### config.mk
export PLATFORM = sky130hd
export DESIGN_NAME = rr_hold_arb
export DESIGN_NICKNAME = d
export VERILOG_FILES = /design/src/rtl/rr_hold_arb.sv
export SDC_FILE = /design/constraint.sdc
export NUM_CORES = 1
export LEC_CHECK = 0
export BUFFER_PORTS_ARGS = -buffer_cell sky130_fd_sc_hd__buf_2
export CAP_MARGIN = 20
export CORE_MARGIN = 2
export CORE_UTILIZATION = 55
export CTS_CLUSTER_SIZE = 10
export DETAILED_ROUTE_END_ITERATION = 8
export GPL_ROUTABILITY_DRIVEN = 0
export GPL_TIMING_DRIVEN = 0
export HOLD_SLACK_MARGIN = 0.03
export PLACE_DENSITY = 0.77
export SETUP_SLACK_MARGIN = 0.4
export SLEW_MARGIN = 20
export SYNTH_ARGS = -nofsm -noshare
export SYNTH_HDL_FRONTEND = slang
export SYNTH_SLANG_ARGS = --single-unit
### constraint.sdc
create_clock -name clk -period 2.4 [get_ports clk]
set_clock_uncertainty 0.2 [all_clocks]
set_input_delay 0.48 -clock clk [delete_from_list [all_inputs] [get_ports clk]]
set_output_delay 0.48 -clock clk [all_outputs]
set_load 0.05 [all_outputs]
### src/rtl/rr_hold_arb.sv
// rr_hold_arb: round-robin arbiter for N requesters with ownership hold.
// The winner keeps its grant until it drops req, or until it has held the
// resource for MAX_HOLD cycles. A forced revoke is flagged by a one-cycle
// timeout pulse. Every ownership ends with a single dead (turnaround) cycle.
module rr_hold_arb #(
    parameter int N        = 4,
    parameter int IDW      = 2,
    parameter int MAX_HOLD = 8
) (
    input  logic           clk,
    input  logic           rst_n,
    input  logic [N-1:0]   req,
    output logic [N-1:0]   grant,
    output logic [IDW-1:0] grant_id,
    output logic           busy,
    output logic           timeout
);

    localparam logic [0:0] ST_IDLE = 1'b0;
    localparam logic [0:0] ST_BUSY = 1'b1;

    logic [0:0]     state;
    logic [IDW-1:0] ptr;
    logic [7:0]     hcnt;

    logic           win_found;
    logic [IDW-1:0] win_id;
    logic [N-1:0]   win_onehot;
    logic [IDW-1:0] ptr_next;
    logic           owner_req;
    logic           hold_expired;

    // Rotating priority search: first set req at index >= ptr, then wrap to the low indices
    always_comb begin
        win_found  = 1'b0;
        win_id     = '0;
        win_onehot = '0;
        for (int i = 0; i < N; i++) begin
            if (!win_found && req[i] && (i >= int'(ptr))) begin
                win_found     = 1'b1;
                win_id        = IDW'(i);
                win_onehot[i] = 1'b1;
            end
        end
        for (int i = 0; i < N; i++) begin
            if (!win_found && req[i] && (i < int'(ptr))) begin
                win_found     = 1'b1;
                win_id        = IDW'(i);
                win_onehot[i] = 1'b1;
            end
        end
    end

    // Ownership bookkeeping: pointer advance past the winner, owner still requesting, hold limit reached
    always_comb begin
        ptr_next     = (win_id == IDW'(N - 1)) ? '0 : win_id + IDW'(1);
        owner_req    = |(req & grant);
        hold_expired = (hcnt == 8'(MAX_HOLD));
        busy         = |grant;
    end

    // Arbitration FSM: grant from IDLE, hold in BUSY until release or timeout
    always_ff @(posedge clk or negedge rst_n) begin
        if (!rst_n) begin
            state    <= ST_IDLE;
            grant    <= '0;
            grant_id <= '0;
            ptr      <= '0;
            hcnt     <= '0;
            timeout  <= 1'b0;
        end else begin
            timeout <= 1'b0;
            if (state == ST_IDLE) begin
                if (win_found) begin
                    grant    <= win_onehot;
                    grant_id <= win_id;
                    ptr      <= ptr_next;
                    hcnt     <= 8'd1;
                    state    <= ST_BUSY;
                end
            end else begin
                if (!owner_req) begin
                    // Normal release wins over a simultaneous hold expiry
                    grant    <= '0;
                    grant_id <= '0;
                    hcnt     <= '0;
                    state    <= ST_IDLE;
                end else if (hold_expired) begin
                    // Forced revoke; ptr already points past the owner
                    grant    <= '0;
                    grant_id <= '0;
                    hcnt     <= '0;
                    timeout  <= 1'b1;
                    state    <= ST_IDLE;
                end else begin
                    hcnt <= hcnt + 8'd1;
                end
            end
        end
    end

endmodule

After elaboration in Yosys (flattened, before gate mapping):

Index checks and enable logic that the tools add are counted.
W data, S select, Z words.

* bits in registers: 18
* input bits: 6
* output and inout bits: 8
* logic and storage cells: 81

* add/subtract/negate cells: 2
* $lt $le $gt $ge: 6
* equal/unequal tests: 3
* mux-type cells: 39
* bitwise operators: 2
* reductions and logical operators: 23

Operators by type and width (number)
* $mux W8: 4
* $mux W1: 21
* $mux W2: 10
* $mux W4: 4
* $logic_and A1 B1 Y1: 12
* $add A8 B1 Y8 const B: 1
* $eq A8 B4 Y1 const B: 1
* $reduce_or A4 Y1: 2
* $logic_not A1 Y1: 6
* $and A4 B4 Y4: 1
* $ge A1 B2 Y1 const A: 2
* $lt A1 B2 Y1 const A: 2
* $reduce_and A2 Y1: 2
* $ne A3 B2 Y1 const B: 1
* $add A2 B1 Y2 const B: 1
* $eq A2 B2 Y1 const B: 1
* $ge A2 B2 Y1 const A: 1
* $lt A2 B2 Y1 const A: 1
* $reduce_bool A2 Y1: 1
* $not A1 Y1: 1

Longest topological paths before layout:

Gate-level depths: netlist (run 1).

* word-level depth: 28
* depth in mapped cells: 6
* depth with buffers taken out: 6

Least setup slack after synthesis (run 1):

OpenSTA, ideal clock, no wires.

* kind: reg2out
* from: register grant[0]
* to: output port busy
* arrival: 1.396 ns
* data required time: 1.720 ns
* setup slack: 0.324 ns
* stages on the path, launching flop included: 2
* buffers on the path: 0
* cell sequence: dfrtp_1 > or4_1

* longest elaborated chain between the ends: 1

Ends and longest elaborated chain
* start: declaration: line 13 `output logic [N-1:0] grant,`
* start signal: assignment: line 75 `grant <= win_onehot;`
* $reduce_or A4 Y1: line 59 `busy = |grant;`
* end: declaration: line 15 `output logic busy,`

Every way passes these cells.

Final worst setup path (run 1):

* from: register grant[1]
* to: output port busy

Same word-level chain as after synthesis.

==> load_flow_metrics.sql, run 1 <==
INSERT INTO impl_metrics (metric_group, metric, value, unit) VALUES
('placement', 'portBuffers', '12', ''),
('critical_path', 'startpoint_type', 'flop', ''),
('synthesis', 'synth-compound-area-share', '0.2908', ''),
('synthesis', 'synth_sequential_area_ratio', '0.4455', ''),
('cts', 'clock_tree_from_tritoncts', 'yes', ''),
('synthesis', 'syn_avg_cell_area', '9.721', 'µm²'),
('placement', 'dp_cells', '141', ''),
('sta', 'final-max-slew-violation-count', '0', ''),
('synthesis', 'synth_largest_area_cell', 'dfrtp_1', ''),
('synthesis', 'synth_top_family_by_area', 'compound AO/OA/AOI/OAI gates', ''),
('synthesis', 'ys.flop_type', 'dfrtp_1', ''),
('floorplan', 'floorplan.die.height', '46.88', 'µm'),
('finish', 'area_growth_syn_to_layout', '19.06', '%'),
('run', 'timing.max_cap.violations', '0', ''),
('placement', 'post_dp_cell_area', '1106', 'µm²'),
('power_and_ir_drop', 'report.power.total', '1.471', 'mW'),
('global_route', 'antenna_found_initial', '0', ''),
('synthesis', 'synth-edff-count', '0', ''),
('global_route', 'first_global_vias', '810', ''),
('sta', 'max_clock_freq', '0.4794', 'GHz'),
('critical_path', 'timing.critical_path.arrival', '1.41', 'ns'),
('floorplan', 'ios', '14', ''),
('critical_path', 'critical_path_source', 'grant[1]', ''),
('cts', 'clock_insertion_delay_worst_skew', '0.29', 'ns'),
('floorplan', 'floorplan.initialDensity', '0.5855', ''),
('critical_path', 'timing.reg2reg.worst_path_depth', '6', ''),
('sta', 'timing.final.crit_period', '2.086', 'ns'),
('global_route', 'globalRouteOverflowTotal', '0', ''),
('critical_path', 'critical_path.reg2reg.endpoint', 'hcnt[5]', ''),
('route', 'viasPerCell', '6.101', ''),
('run_status', 'run_status', 'finished, final reports clean', ''),
('finish', 'antennaDiodeCount', '0', ''),
('cts', 'htree_num_levels', '1', ''),
('synthesis', 'synthTopCellsByArea', 'dfrtp_1 45%, a22o_1 4.3%, nor2_1 3.7%', ''),
('power_and_ir_drop', 'leakage', '0.5836', 'nW'),
('sta', 'worst_pin_slew', '0.5150', 'ns'),
('critical_path', 'critPathCapture', 'busy', ''),
('route', 'number_of_drc_violations_after_detailed_routing', '0', ''),
('critical_path', 'end_kind', 'primary output', ''),
('cts', 'tritoncts_num_sinks', '18', ''),
('power_and_ir_drop', 'power_density', '1222', 'nW/µm²'),
('synthesis', 'synth-simple-area-share', '0.1980', ''),
('finish', 'total_nets_final', '134', ''),
('synthesis', 'post_synth_xor_area_fraction', '0', ''),
('floorplan', 'core_region_area', '1727', 'µm²'),
('placement', 'hpwl', '1.574', 'mm'),
('critical_path', 'critical_path.reg2reg.startpoint', 'grant[1]', ''),
('sta', 'grt_setup_unrepaired', 'yes', ''),
('synthesis', 'synth.area.mux_share', '0.009901', ''),
('finish', 'drive_above_1_share', '0.2339', ''),
('floorplan', 'die-area', '2197', 'µm²'),
('worst_hold_path', 'min-delay-path-class', 'reg2reg', ''),
('synthesis', 'synth_adder_area_share', '0.02475', ''),
('sta', 'setup-tns-final', '0', 'ns'),
('critical_path', 'worstPathMaxFanout', '2', ''),
('route', 'drt-pass1-iter-count', '4', ''),
('route', 'final_antenna_net_count', '0', ''),
('synthesis', 'postSynthRegisterBits', '18', ''),
('synthesis', 'yosysUniqueCellTypes', '35', ''),
('sta', 'worst_slack', '0.3141', 'ns'),
('route', 'wirelength_met1', '1.115', 'mm'),
('cts', 'clockRootBuffer', 'clkbuf_4', ''),
('global_route', 'maximum_number_of_pins_on_one_net_before_global_route_repair', '19', ''),
('cts', 'cts-buffers-inserted', '3', ''),
('route', 'drt_iter0_drc', '14', ''),
('cts', 'clkSlewWorstSetupHoldPaths', '0.10', 'ns'),
('sta', 'finalSetupViolations', '0', ''),
('critical_path', 'critPathKind', 'reg2out', ''),
('synthesis', 'synthDominantCellAreaShare', '0.4455', ''),
('route', 'vias', '909', ''),
('critical_path', 'worst-endpoint-required', '1.72', 'ns');
-- through the flow --
stage	util	hold slack (ns)
6_report	0.6971	0.3325
3_5_place_dp	0.6406	0.2369
3_3_place_gp	0.6406	0.2289
4_1_cts	0.6739	0.3390
5_1_grt	0.6971	0.3668
2_1_floorplan	-	-0.01559
-- cell families after synthesis --
kind of cell,count (synthesis)
flops,18
mux,1
buf+inv,8
simple gates,37
fa+ha+maj,2
compound gates,38
-- worst min-delay path by stage --
stage,cells after the start,from,end
CTS,2,grant_id[1],grant_id[1]
floorplan,0,rst_n,grant[0]
global placement,1,rst_n,hcnt[5]
finish,2,grant_id[1],grant_id[1]
detailed placement,1,rst_n,hcnt[5]
global route,2,grant_id[1],grant_id[1]
-- Yosys cell counts, types with 3 or more instances --
master	number
dfrtp_1	18
nor2_1	10
a21oi_1	7
inv_1	7
nand2_1	6
a22o_1	5
nand3_1	5
o21ai_0	5
and3_1	4
a221o_1	3
a32o_1	3
-- final cells by class --
type	count	area [µm²]
multi-input cells	78	558.0
well taps	25	31.28
inverters	7	26.28
repair buffers	17	110.1
flip-flops and latches	18	450.4
clock buffers	3	22.52
fillers	135	523.0
plain buffers	1	5.005
-- per-layer routing --
metal / GRT usage / vias up
met2: 0.3425 / 17
met1: 0.3333 / 448
met5: 0 / -
li1: - / 440
met3: 0.03462 / 4
met4: 0.08889 / 0
-- where the power goes --
group          total [mW]  internal, mW  switching (mW)
Clock               0.153        0.0584          0.0942
Combinational       0.831         0.324           0.506
Sequential          0.487         0.389          0.0987
-- placed cells by master, fill, tap and decap left out, types with 2 or more instances in the layout --
| master | Yosys | layout |
|---|---|---|
| dfrtp_1 | 18 | 18 |
| a21o_1 | 2 | 2 |
| nand3_1 | 5 | 5 |
| buf_2 | 1 | 12 |
| a221o_1 | 3 | 3 |
| ha_1 | 2 | 2 |
| o31ai_1 | 2 | 2 |
| a32o_1 | 3 | 3 |
| nand2_1 | 6 | 6 |
| and3_1 | 4 | 4 |
| o21ai_0 | 5 | 5 |
| nor2_1 | 10 | 10 |
| buf_4 | 0 | 4 |
| clkbuf_4 | 0 | 3 |
| a22o_1 | 5 | 5 |
| nor3_1 | 2 | 2 |
| a21oi_1 | 7 | 7 |
| inv_1 | 7 | 7 |
-- state kept, by name, indices dropped and copies added (netlist names) --
name / flops
grant_id: 2
hcnt: 8
grant: 4
timeout: 1
state: 1
ptr: 2
-- worst max-delay path: stages (launching register included) --
cell and delay [ns]:
dfrtp_1 0.41, or4_4 0.54, buf_8 0.17
-- timing repair --
item / CTS / global route
gates cloned: 0 / 0
hold buffers: 1 / 0
gates resized for setup: 3 / 5
endpoints found under the hold margin: 18 / 0
buffers inserted: 2 / 2
endpoints found under the setup margin: 1 / 11
pin swaps: 1 / 0
(Power assumes the default switching activity.)
==> inputs of run 2 (changes only) <==
--- a/config.mk
+++ b/config.mk
@@ -5,16 +5,17 @@
 export SDC_FILE = /design/constraint.sdc
 export NUM_CORES = 1
 export LEC_CHECK = 0
+export ABC_AREA = 1
 export BUFFER_PORTS_ARGS = -buffer_cell sky130_fd_sc_hd__buf_2
 export CAP_MARGIN = 20
 export CORE_MARGIN = 2
-export CORE_UTILIZATION = 55
+export CORE_UTILIZATION = 48
 export CTS_CLUSTER_SIZE = 10
 export DETAILED_ROUTE_END_ITERATION = 8
 export GPL_ROUTABILITY_DRIVEN = 0
 export GPL_TIMING_DRIVEN = 0
 export HOLD_SLACK_MARGIN = 0.03
-export PLACE_DENSITY = 0.77
+export PLACE_DENSITY = 0.68
 export SETUP_SLACK_MARGIN = 0.4
 export SLEW_MARGIN = 20
 export SYNTH_ARGS = -nofsm -noshare
==> load_flow_metrics.sql, run 2 <==
INSERT INTO impl_metrics (metric_group, metric, value, unit) VALUES
('sta', 'max_clock_freq', '0.5570', 'GHz'),
('cts', 'clkSlewWorstSetupHoldPaths', '0.11', 'ns'),
('synthesis', 'synth.net_count', '143', ''),
('finish', 'antennaDiodeCount', '0', ''),
('cts', 'htree_num_levels', '1', ''),
('synthesis', 'synthesized_cell_area', '1051', 'µm²'),
('critical_path', 'timing.reg2reg.worst_path_depth', '8', ''),
('finish', 'drive_above_1_share', '0.2157', ''),
('route', 'viasPerCell', '5.361', ''),
('power_and_ir_drop', 'peakVddDrop', '0.8265', 'mV'),
('critical_path', 'worst-endpoint-required', '1.72', 'ns'),
('run_status', 'run_status', 'finished, final reports clean', ''),
('finish', 'area_growth_syn_to_layout', '13.81', '%'),
('finish', 'layout_commonest_cell', 'nand2_1', ''),
('worst_hold_path', 'hold_path_cells', '3', ''),
('cts', 'cts-buffers-inserted', '3', ''),
('critical_path', 'critical_path.reg2reg.endpoint', 'ptr[1]', ''),
('critical_path', 'rrSetupSlack', '0.80', 'ns'),
('cts', 'cts-hold-fix-buffers', '1', ''),
('cts', 'resize_count_post_cts', '0', ''),
('synthesis', 'postSynthRegisterBits', '18', ''),
('floorplan', 'row_count', '16', ''),
('synthesis', 'synthTopCellsByArea', 'dfrtp_1 43%, nand2_1 14%, nand4_1 6.0%', ''),
('synthesis', 'yosys.cell_count.top_type', 'nand2_1', ''),
('critical_path', 'startpoint_type', 'flop', ''),
('global_route', 'maximum_number_of_pins_on_one_net_before_global_route_repair', '19', ''),
('route', 'final_antenna_net_count', '0', ''),
('worst_hold_path', 'min-delay-start', 'req[3]', ''),
('global_route', 'first_global_vias', '992', ''),
('power_and_ir_drop', 'leakage', '0.6418', 'nW'),
('floorplan', 'die-area', '2580', 'µm²'),
('cts', 'clock_tree_from_tritoncts', 'yes', ''),
('synthesis', 'synthDominantCellAreaShare', '0.4286', ''),
('synthesis', 'synthCells', '135', ''),
('global_route', 'gr-usage-all-layers', '0.2040', ''),
('route', 'routed_wire_length_per_instance', '12.62', 'µm'),
('synthesis', 'syn_avg_cell_area', '7.785', 'µm²'),
('synthesis', 'synth-edff-count', '0', ''),
('sta', 'worst_pin_slew', '0.4196', 'ns'),
('synthesis', 'synth_sequential_area_ratio', '0.4286', ''),
('sta', 'finalSetupViolations', '0', ''),
('global_route', 'grt_pass1_wl', '3.988', 'mm'),
('cts', 'tritoncts_num_sinks', '18', ''),
('synthesis', 'synth_largest_area_cell', 'dfrtp_1', ''),
('finish', 'largest_register_ffs', '8', ''),
('route', 'drt-total-wl', '2.271', 'mm'),
('worst_hold_path', 'holdPathEnd', 'grant[3]', ''),
('critical_path', 'critPathKind', 'reg2out', ''),
('run', 'timing.max_cap.violations', '0', ''),
('global_route', 'antenna_found_initial', '0', ''),
('sta', 'worst_slew_margin_rel', '0.7203', ''),
('finish', 'layout.cells.most_common_list', '38 x nand2_1, 18 x dfrtp_1, 16 x inv_1', ''),
('route', 'number_of_drc_violations_after_detailed_routing', '0', ''),
('floorplan', 'core_region_area', '2022', 'µm²'),
('cts', 'clockRootBuffer', 'clkbuf_4', ''),
('route', 'drt-pass1-iter-count', '4', ''),
('sta', 'report.final.hold_viol_count', '0', ''),
('finish', 'fin_util', '0.5916', ''),
('floorplan', 'ios', '14', ''),
('global_route', 'globalRouteOverflowTotal', '0', ''),
('critical_path', 'timing.critical_path.arrival', '1.12', 'ns'),
('cts', 'clock_insertion_delay_worst_skew', '0.29', 'ns'),
('critical_path', 'critical_path.reg2reg.startpoint', 'ptr[1]', ''),
('synthesis', 'yosysUniqueCellTypes', '22', ''),
('floorplan', 'floorplan.initialDensity', '0.5198', ''),
('route', 'drt_iter0_drc', '18', ''),
('power_and_ir_drop', 'power_density', '1097', 'nW/µm²'),
('cts', 'max-clock-path-buffers', '2', ''),
('floorplan', 'floorplan.die.height', '50.80', 'µm'),
('sta', 'setup-tns-final', '0', 'ns'),
('sta', 'grt_setup_unrepaired', 'no', ''),
('critical_path', 'worstPathMaxFanout', '4', ''),
('sta', 'final_period_util', '0.7480', ''),
('sta', 'timing.final.crit_period', '1.795', 'ns'),
('finish', 'total_nets_final', '162', ''),
('synthesis', 'ys.flop_type', 'dfrtp_1', ''),
('synthesis', 'netlist_top_cells_count', '38 x nand2_1, 18 x dfrtp_1, 16 x inv_1, 12 x nand3_1, 10 x nand4_1', ''),
('placement', 'hpwl', '1.700', 'mm'),
('worst_hold_path', 'min-delay-path-class', 'in2reg', ''),
('cts', 'cts_post_setup_buffers_inserted', '0', ''),
('synthesis', 'asyncSetResetFlopFracSynth', '1.000', ''),
('finish', 'largest-register', 'hcnt', ''),
('synthesis', 'ys.warnings.count', '0', ''),
('floorplan', 'die_w', '50.80', 'µm'),
('placement', 'portBuffers', '13', ''),
('critical_path', 'end_kind', 'primary output', ''),
('finish', 'largestRegisters', 'hcnt x8, grant x4', ''),
('route', 'vias', '965', ''),
('sta', 'final-max-slew-violation-count', '0', '');
run 2: cell count changes after synthesis, sizes merged, moves of 3 or more:
cell   delta
a21o      -3
a21oi     -7
a221o     -3
a22o      -6
a32o      -3
and3      -4
inv      +14
nand2    +38
nand3     +7
nand4    +11
run 2: cells by family (layout without fill, tap and decap cells):
kind of cell,count (synthesis),after routing,share of synthesized area
flops,18,18,0.4286
simple gates,78,78,0.3810
xor+xnor,2,2,0.01667
compound gates,13,13,0.07024
buf+inv,22,40,0.07976
fa+ha+maj,2,2,0.02381
run 2: area by class of cell:
class                      count  area, µm²
clock buffer                   4      36.28
multi-input combinational     95      516.7
timing repair buffer          14      75.07
inverter                      21      78.83
fill                         204      825.8
tap                           27      33.78
buffer                         1      5.005
sequential                    18      450.4
run 2: where the power goes:
part           internal (mW)  switching, mW  leakage, nW
logic                  0.170          0.511        0.383
registers              0.383         0.0574        0.238
clock network         0.0925         0.0980       0.0210
run 2: critical path, stage by stage, from the launching register on:
cell and delay [ns]:
dfrtp_1 0.42, nor2_1 0.11, nand3_1 0.07, buf_2 0.21
run 2: routing by layer:
| metal | vias to the layer above | track usage | share of wire |
|---|---|---|---|
| met4 | 0 | 0.07207 | 0.011 |
| met3 | 4 | 0.03869 | 0.041 |
| met2 | 26 | 0.3750 | 0.51 |
| met1 | 457 | 0.2334 | 0.43 |
| met5 | - | 0 | 0 |
| li1 | 478 | - | - |
run 2: worst max path at each step:
stage	startpoint	endpoint	depth (start not counted)
floorplan	grant[2]	busy	2
global placement	req[3]	grant[0]	9
detailed placement	req[3]	grant[3]	9
CTS	grant[0]	busy	3
global route	grant[0]	busy	3
finish	grant[0]	busy	3
run 2: through the flow:
step                setup WS, ns  total power [mW]  cells  cell area, µm²  hold WS, ns
CTS                       0.5963             1.325    180            1196       0.2730
finish                    0.6048             1.313    180            1196       0.2718
detailed placement        0.6567             1.127    175            1150       0.2426
global route              0.5474             1.409    180            1196       0.2855
floorplan                 0.5744            0.9725    135            1051     -0.01559
global placement          0.6669             1.114    175            1150       0.2316
